$ cat config.mk
export PLATFORM = sky130hd
export DESIGN_NAME = ddr3_rw_arbiter
export DESIGN_NICKNAME = d
export VERILOG_FILES = /design/src/rtl/ddr3_rw_arbiter.sv
export SDC_FILE = /design/constraint.sdc
export NUM_CORES = 1
export LEC_CHECK = 0
export BUFFER_PORTS_ARGS = -buffer_cell sky130_fd_sc_hd__buf_2
export CORE_AREA = 5 5 445 447
export DETAILED_ROUTE_END_ITERATION = 10
export DIE_AREA = 0 0 450 452
export GPL_ROUTABILITY_DRIVEN = 0
export PLACE_DENSITY_LB_ADDON = 0.25
export REMOVE_ABC_BUFFERS = 1
export SYNTH_ARGS = -nofsm -noshare
export SYNTH_HDL_FRONTEND = slang
export SYNTH_SLANG_ARGS = --single-unit
$ cat constraint.sdc
create_clock -name ui_clk -period 2.95 [get_ports ui_clk]
set_input_delay 0.59 -clock ui_clk [delete_from_list [all_inputs] [get_ports ui_clk]]
set_output_delay 0.59 -clock ui_clk [all_outputs]
set_load 0.02 [all_outputs]
$ cat src/rtl/ddr3_rw_arbiter.sv
// -----------------------------------------------------------------------------
// ddr3_rw_arbiter
//
// Purpose
//   Moves fixed-length bursts between a pair of user-side FIFOs and a Xilinx
//   MIG DDR3 user interface. Each burst is BL app commands long. A write
//   burst pops the write FIFO (first-word-fall-through), and every accepted
//   beat carries one command together with its single write-data word. A
//   read burst issues BL read commands and then waits until BL read beats
//   have come back. Returned read data is always forwarded to the read FIFO
//   one cycle later, whatever the arbiter state.
//
// Parameters
//   BL        app commands per burst (2..255)
//   DW        data MSB index; the data buses are DW+1 bits wide
//   ADDR_STEP app_addr increment per app command
//
// Ports
//   ui_clk, ui_clk_sync_rst     MIG user clock; synchronous active-high reset
//   init_calib_complete         DDR calibrated; gates leaving IDLE
//   wr_data_req / rd_data_req   burst requests from the write / read FIFO side
//   wr_cmd_rden / wr_cmd_rdaddr write burst base address and its advance pulse
//   rd_cmd_rden / rd_cmd_rdaddr read burst base address and its advance pulse
//   wr_fifo_rden / wr_fifo_rdata  write FIFO pop and its FWFT data
//   rd_fifo_wren / rd_fifo_wdata  read FIFO push and its data
//   app_en/app_cmd/app_addr/app_rdy                    MIG command channel
//   app_wdf_wren/app_wdf_end/app_wdf_data/app_wdf_mask/app_wdf_rdy
//                                                      MIG write-data channel
//   app_rd_data / app_rd_data_valid                    MIG read-data channel
//   busy                        arbiter is anywhere other than IDLE
//
// Build option
//   ARB_ROUND_ROBIN_EN  When defined, simultaneous requests alternate
//                       between write and read; the first grant after reset
//                       goes to write. When undefined, writes always win.
// -----------------------------------------------------------------------------
module ddr3_rw_arbiter #(
    parameter int BL        = 64,
    parameter int DW        = 255,
    parameter int ADDR_STEP = 8
) (
    input  logic                  ui_clk,
    input  logic                  ui_clk_sync_rst,
    input  logic                  init_calib_complete,
    input  logic                  wr_data_req,
    input  logic                  rd_data_req,
    output logic                  wr_cmd_rden,
    input  logic [27:0]           wr_cmd_rdaddr,
    output logic                  rd_cmd_rden,
    input  logic [27:0]           rd_cmd_rdaddr,
    output logic                  wr_fifo_rden,
    input  logic [DW:0]           wr_fifo_rdata,
    output logic                  rd_fifo_wren,
    output logic [DW:0]           rd_fifo_wdata,
    output logic                  app_en,
    output logic [2:0]            app_cmd,
    output logic [27:0]           app_addr,
    input  logic                  app_rdy,
    output logic                  app_wdf_wren,
    output logic                  app_wdf_end,
    output logic [DW:0]           app_wdf_data,
    output logic [(DW+1)/8-1:0]   app_wdf_mask,
    input  logic                  app_wdf_rdy,
    input  logic [DW:0]           app_rd_data,
    input  logic                  app_rd_data_valid,
    output logic                  busy
);

    // Counter wide enough to hold the value BL itself (the read-return
    // counter has to reach BL before RD_WAIT can be left).
    localparam int          CW       = $clog2(BL + 1);
    localparam logic [CW-1:0] CNT_LAST = CW'(BL - 1);
    localparam logic [CW-1:0] CNT_FULL = CW'(BL);
    localparam logic [CW-1:0] CNT_ONE  = CW'(1);
    localparam logic [27:0] STEP     = 28'(ADDR_STEP);

    localparam logic [2:0]  CMD_WRITE = 3'b000;
    localparam logic [2:0]  CMD_READ  = 3'b001;

    typedef enum logic [2:0] {
        S_IDLE    = 3'd0,
        S_ARB     = 3'd1,
        S_WR      = 3'd2,
        S_RD      = 3'd3,
        S_RD_WAIT = 3'd4
    } state_t;

    state_t          r_state;
    state_t          w_state_next;

    logic [27:0]     r_addr;        // address of the command being presented
    logic [CW-1:0]   r_cmd_cnt;     // commands (WR: beats) accepted this burst
    logic [CW-1:0]   r_beat_cnt;    // read beats returned this burst
    logic            r_rd_wren;
    logic [DW:0]     r_rd_wdata;

    logic            w_grant_wr;
    logic            w_grant_rd;
    logic            w_wr_fire;     // write beat accepted by both MIG channels
    logic            w_rd_fire;     // read command accepted
    logic            w_beats_done;  // last read beat has arrived (or is arriving)

`ifdef ARB_ROUND_ROBIN_EN
    // Set after a write grant, cleared after a read grant: tells the next
    // contested arbitration to favour reads.
    logic            r_prio_rd;
`endif

    // -------------------------------------------------------------------------
    // Grant selection. Only meaningful while in ARB; the FSM qualifies it.
    // -------------------------------------------------------------------------
    always_comb begin
        w_grant_wr = 1'b0;
        w_grant_rd = 1'b0;
`ifdef ARB_ROUND_ROBIN_EN
        if (wr_data_req && rd_data_req) begin
            w_grant_wr = !r_prio_rd;
            w_grant_rd =  r_prio_rd;
        end else begin
            w_grant_wr = wr_data_req;
            w_grant_rd = rd_data_req;
        end
`else
        w_grant_wr = wr_data_req;
        w_grant_rd = rd_data_req && !wr_data_req;
`endif
    end

    assign w_wr_fire = (r_state == S_WR) && app_rdy && app_wdf_rdy;
    assign w_rd_fire = (r_state == S_RD) && app_rdy;

    // A beat that arrives in the cycle that completes the count also ends
    // the wait, so RD_WAIT is not held one extra cycle.
    assign w_beats_done = (r_beat_cnt == CNT_FULL) ||
                          (app_rd_data_valid && (r_beat_cnt == CNT_LAST));

    // -------------------------------------------------------------------------
    // FSM state register
    // -------------------------------------------------------------------------
    always_ff @(posedge ui_clk) begin
        if (ui_clk_sync_rst) begin
            r_state <= S_IDLE;
        end else begin
            r_state <= w_state_next;
        end
    end

    // -------------------------------------------------------------------------
    // FSM next state and strobes
    // -------------------------------------------------------------------------
    always_comb begin
        w_state_next = r_state;
        app_en       = 1'b0;
        app_cmd      = CMD_WRITE;
        app_wdf_wren = 1'b0;
        app_wdf_end  = 1'b0;
        wr_fifo_rden = 1'b0;
        wr_cmd_rden  = 1'b0;
        rd_cmd_rden  = 1'b0;

        case (r_state)
            S_IDLE: begin
                if (init_calib_complete) begin
                    w_state_next = S_ARB;
                end
            end

            S_ARB: begin
                // Never start a burst towards an uncalibrated memory.
                if (!init_calib_complete) begin
                    w_state_next = S_IDLE;
                end else if (w_grant_wr) begin
                    wr_cmd_rden  = 1'b1;
                    w_state_next = S_WR;
                end else if (w_grant_rd) begin
                    rd_cmd_rden  = 1'b1;
                    w_state_next = S_RD;
                end
            end

            S_WR: begin
                // Command and its single data word travel together; every
                // output holds until both MIG channels are ready.
                app_en       = 1'b1;
                app_cmd      = CMD_WRITE;
                app_wdf_wren = 1'b1;
                app_wdf_end  = 1'b1;
                if (w_wr_fire) begin
                    wr_fifo_rden = 1'b1;
                    if (r_cmd_cnt == CNT_LAST) begin
                        w_state_next = S_IDLE;
                    end
                end
            end

            S_RD: begin
                app_en  = 1'b1;
                app_cmd = CMD_READ;
                if (w_rd_fire && (r_cmd_cnt == CNT_LAST)) begin
                    w_state_next = S_RD_WAIT;
                end
            end

            S_RD_WAIT: begin
                if (w_beats_done) begin
                    w_state_next = S_IDLE;
                end
            end

            default: begin
                w_state_next = S_IDLE;
            end
        endcase
    end

    // -------------------------------------------------------------------------
    // Address and burst counters
    // -------------------------------------------------------------------------
    always_ff @(posedge ui_clk) begin
        if (ui_clk_sync_rst) begin
            r_addr     <= 28'd0;
            r_cmd_cnt  <= '0;
            r_beat_cnt <= '0;
`ifdef ARB_ROUND_ROBIN_EN
            r_prio_rd  <= 1'b0;
`endif
        end else begin
            if (wr_cmd_rden) begin
                r_addr     <= wr_cmd_rdaddr;
                r_cmd_cnt  <= '0;
                r_beat_cnt <= '0;
`ifdef ARB_ROUND_ROBIN_EN
                r_prio_rd  <= 1'b1;
`endif
            end else if (rd_cmd_rden) begin
                r_addr     <= rd_cmd_rdaddr;
                r_cmd_cnt  <= '0;
                r_beat_cnt <= '0;
`ifdef ARB_ROUND_ROBIN_EN
                r_prio_rd  <= 1'b0;
`endif
            end else begin
                // 28-bit add wraps naturally; there is no carry out.
                if (w_wr_fire || w_rd_fire) begin
                    r_addr    <= r_addr + STEP;
                    r_cmd_cnt <= r_cmd_cnt + CNT_ONE;
                end
                // Read returns may start while commands are still going out.
                if (((r_state == S_RD) || (r_state == S_RD_WAIT)) &&
                    app_rd_data_valid && (r_beat_cnt != CNT_FULL)) begin
                    r_beat_cnt <= r_beat_cnt + CNT_ONE;
                end
            end
        end
    end

    // -------------------------------------------------------------------------
    // Read-data forwarding: independent of the FSM so that beats still in
    // flight after an aborted burst reach the read FIFO.
    // -------------------------------------------------------------------------
    always_ff @(posedge ui_clk) begin
        if (ui_clk_sync_rst) begin
            r_rd_wren  <= 1'b0;
            r_rd_wdata <= '0;
        end else begin
            r_rd_wren  <= app_rd_data_valid;
            r_rd_wdata <= app_rd_data;
        end
    end

    assign rd_fifo_wren  = r_rd_wren;
    assign rd_fifo_wdata = r_rd_wdata;

    // Write FIFO is FWFT, so its head word is already the data for the beat
    // on offer.
    assign app_wdf_data  = wr_fifo_rdata;
    assign app_wdf_mask  = '0;
    assign app_addr      = r_addr;
    assign busy          = (r_state != S_IDLE);

endmodule

==> reports/results.txt <==
most frequent cells in the layout - 611 x buf_2, 301 x dfxtp_1, 259 x nor2b_1
Yosys top cell area share - 50.49%
Initial Util - 6.179%
Combinational Power Share - 10.9%
top_reg_cell synth - dfxtp_1
placed cells - 4073
RR Startpoint - app_addr[6]
Port Buf Inserts - 612
largest family of logic cells by synthesized area - buffers and inverters
adder-cell share of the synthesized area - 0.4180%
row count - 162
pin count of the biggest net entering global routing - 113
first-pass GRT wire length - 193.2 mm
yosys warns - 0
cts bufs inserted - 44
vias in the first global route - 10460
Die Wd - 450 um
cts hold-fix bufs - 0
multi-input combinational cell area - 3601 um2
Max Slew Vio Count - 0
Compound-Gate Fraction of Synth Area - 6.782%
final setup fails - 0
worst-margin pin slew - 0.7112 ns
vias post-DR - 11350
hpwl dp - 151.2 mm
Fin Setup TNS - 0 ns
status - finished clean
post-synth top area cell - dfxtp_1
grt ovf - 0
critical path endpoint - wr_cmd_rden
CP Capture Type - primary output
CP Data Arrival Time - 2.19 ns
fmax - 359.8 MHz
Die ar. - 203400 um2
maximum vdd drop - 0.0003696 V
clock network power share - 50.3%
drt first-iter violations - 1045
drt total wl - 170.1 mm
Final Hold Viols - 0
top cells by area, synth - dfxtp_1 50%, buf_4 18%, nor2b_1 14%
total track usage - 15.98%
CTS tree - built
commonest non-fill, non-tap cell in the layout - buf_2
postcts setup bufs - 0
Worst Path Required - 2.36 ns
Root Driver - clkbuf_16
Mapped Area - 11970 um2
sequential element share of the synthesized area - 50.49%
syn_area_per_cell - 9.896 um2
worst hold start - app_rd_data[102]
sequential power share - 38.8%
Final min period - 2.779 ns
DRC viols - 0
Clock Skew - 0.01644 ns
Core Util, Final - 9.102%
Layout fillers - 22650
Cell Count, Final, Fillers Out - 4162
mux contribution to synthesized area - 0.2508%
area delta synth->final - 47.30%
post-synthesis async set-or-reset flop share - 0%
Net Sw Frac - 28.49%
leak pwr - 7.253 nW
Total Nets Final - 2157
worst r2r dst - app_addr[19]
Register Area - 6047 um2
clock latency on the worst-skew pair - 0.66 ns
initial antenna violation count - 64
cells after synthesis - 1210
Max Cap Viol - 0
fraction of layout cells with a size suffix above 1 - 44.66%
power per cell area - 639.5 nW/um2
Via-to-Cell Ratio - 2.726
WS Path Type - reg -> out
fraction of the mapped netlist area in simple logic gates - 20.17%
Antenna Nets Post-Route - 0
Die Ht - 452 um
Routed WL per cell - 40.87 um
CTS Sinks - 302
clk slew on worst S/H paths - 0.06 ns
Hold Path Class - in -> reg
core area - 193800 um2
DR pass1 iterations - 5
CP Max Fanout - 19
worst reg2reg path depth - 5
RSZ-0062 raised after global routing - false
Setup crit start kind - flip-flop
#FFs+latches synth - 302
reg-to-reg slack, setup - 0.81 ns
maximum buffer depth of the clock tree - 3
Switch Pwr - 3.213 mW
CP startpoint - r_state[1]
Synth Area in XOR/XNOR - 1.390%
Post-synth EDFFs - 0
CTS H-tree depth - 2
Rel. slew slack - 52.41%
Int Power - 8.066 mW
crit share post-route - 94.22%
Synth cell types - 64
IO Pins - 1159
-- power by group through the flow --
stage                     logic (mW)  registers (mW)  clock network [mW]
after floorplan                0.255            4.70                   0
after global placement          1.26            4.46                   0
after detailed placement        1.25            4.46                   0
after CTS                       1.26            4.38                6.00
after global routing            1.32            4.40                6.08
final                           1.23            4.38                5.68
-- metal layers --
layer	GRT usage [%]	vias to the layer above	routed length, um
li1	-	4350	-
met1	10.49	5151	41640
met2	21.00	1549	63270
met3	26.16	253	55570
met4	4.279	44	5670
met5	13.08	-	3956
-- worst min-delay path by stage --
stage               depth (start not counted)            endpoint  slack, ns
floorplan                                   2       r_beat_cnt[1]       0.45
global placement                            2       r_beat_cnt[1]       0.47
detailed placement                          2       r_beat_cnt[1]       0.47
CTS                                         2  rd_fifo_wdata[155]       0.06
global route                                2  rd_fifo_wdata[134]       0.11
finish                                      2  rd_fifo_wdata[102]       0.14
-- state kept, by name (all words and copies together), names as in the netlist --
| signal | cells |
|---|---|
| rd_fifo_wdata | 256 |
| app_addr | 28 |
| r_beat_cnt | 7 |
| r_cmd_cnt | 7 |
| r_state | 3 |
| rd_fifo_wren | 1 |
-- per-stage QoR --
| stage | total power [mW] | instance area [um2] | setup WS (ns) | hold WS (ns) |
|---|---|---|---|---|
| 3_3_place_gp | 5.725 | 16110 | 0.5628 | 0.4657 |
| 4_1_cts | 11.64 | 17610 | 0.03163 | 0.06166 |
| 5_1_grt | 11.80 | 17630 | 0.09479 | 0.1052 |
| 6_report | 11.28 | 17640 | 0.1706 | 0.1445 |
| 3_5_place_dp | 5.718 | 16110 | 0.5610 | 0.4737 |
| 2_1_floorplan | 4.954 | 9703 | 0.5512 | 0.4530 |
-- worst max-delay path, cell delays in order (launching register included) --
cell,delay (ns)
dfxtp_1,0.37
and4bb_1,0.47
nand2_4,0.22
inv_2,0.16
buf_2,0.29
-- final cells by class --
| cell class | instances | share of cell area (%) |
|---|---|---|
| Sequential cell | 302 | 34.28 |
| Multi-Input combinational cell | 587 | 20.42 |
| Timing Repair Buffer | 627 | 18.27 |
| Tap cell | 2542 | 18.03 |
| Clock buffer | 63 | 7.158 |
| Clock inverter | 16 | 1.376 |
| Inverter | 15 | 0.3192 |
| Antenna cell | 10 | 0.1419 |
-- synthesized netlist by cell type (2+ instances only) --
cell,number
a31o_2,2
a21o_1,3
clkbuf_1,36
dfxtp_1,302
xor2_1,12
nand3_2,3
a211oi_1,9
mux2i_1,3
and3_1,7
o221a_2,5
inv_1,13
or3_1,3
o21ai_0,17
and4_1,4
buf_4,292
a2111oi_0,3
ha_1,4
nand2b_1,6
o22ai_1,6
a22oi_1,7
buf_2,9
a31oi_1,10
nand3_1,13
o311ai_0,2
o211ai_1,3
xnor2_1,7
a21oi_1,24
nand4_1,13
o311a_1,2
buf_6,2
a311o_1,4
nand2_1,45
nor3_1,8
a221oi_1,3
o2111a_1,2
nor2_1,39
inv_2,2
nor2b_1,259
-- kinds of logic (layout without fill, tap and decap cells) --
family / Yosys count / in the layout
compound gates: 114 / 114
xor+xnor: 19 / 19
fa+ha+maj: 4 / 4
buf+inv: 354 / 721
flops: 302 / 302
mux: 3 / 3
other cells: 1 / 44
simple gates: 413 / 413
-- what timing repair did --
| item | 4_1_cts | 5_1_grt |
|---|---|---|
| endpoints found under the setup margin | 0 | 1 |
| gates resized for setup | 0 | 1 |
| hold endpoints to repair | 0 | 0 |
Power figures use the tool's default switching activity.
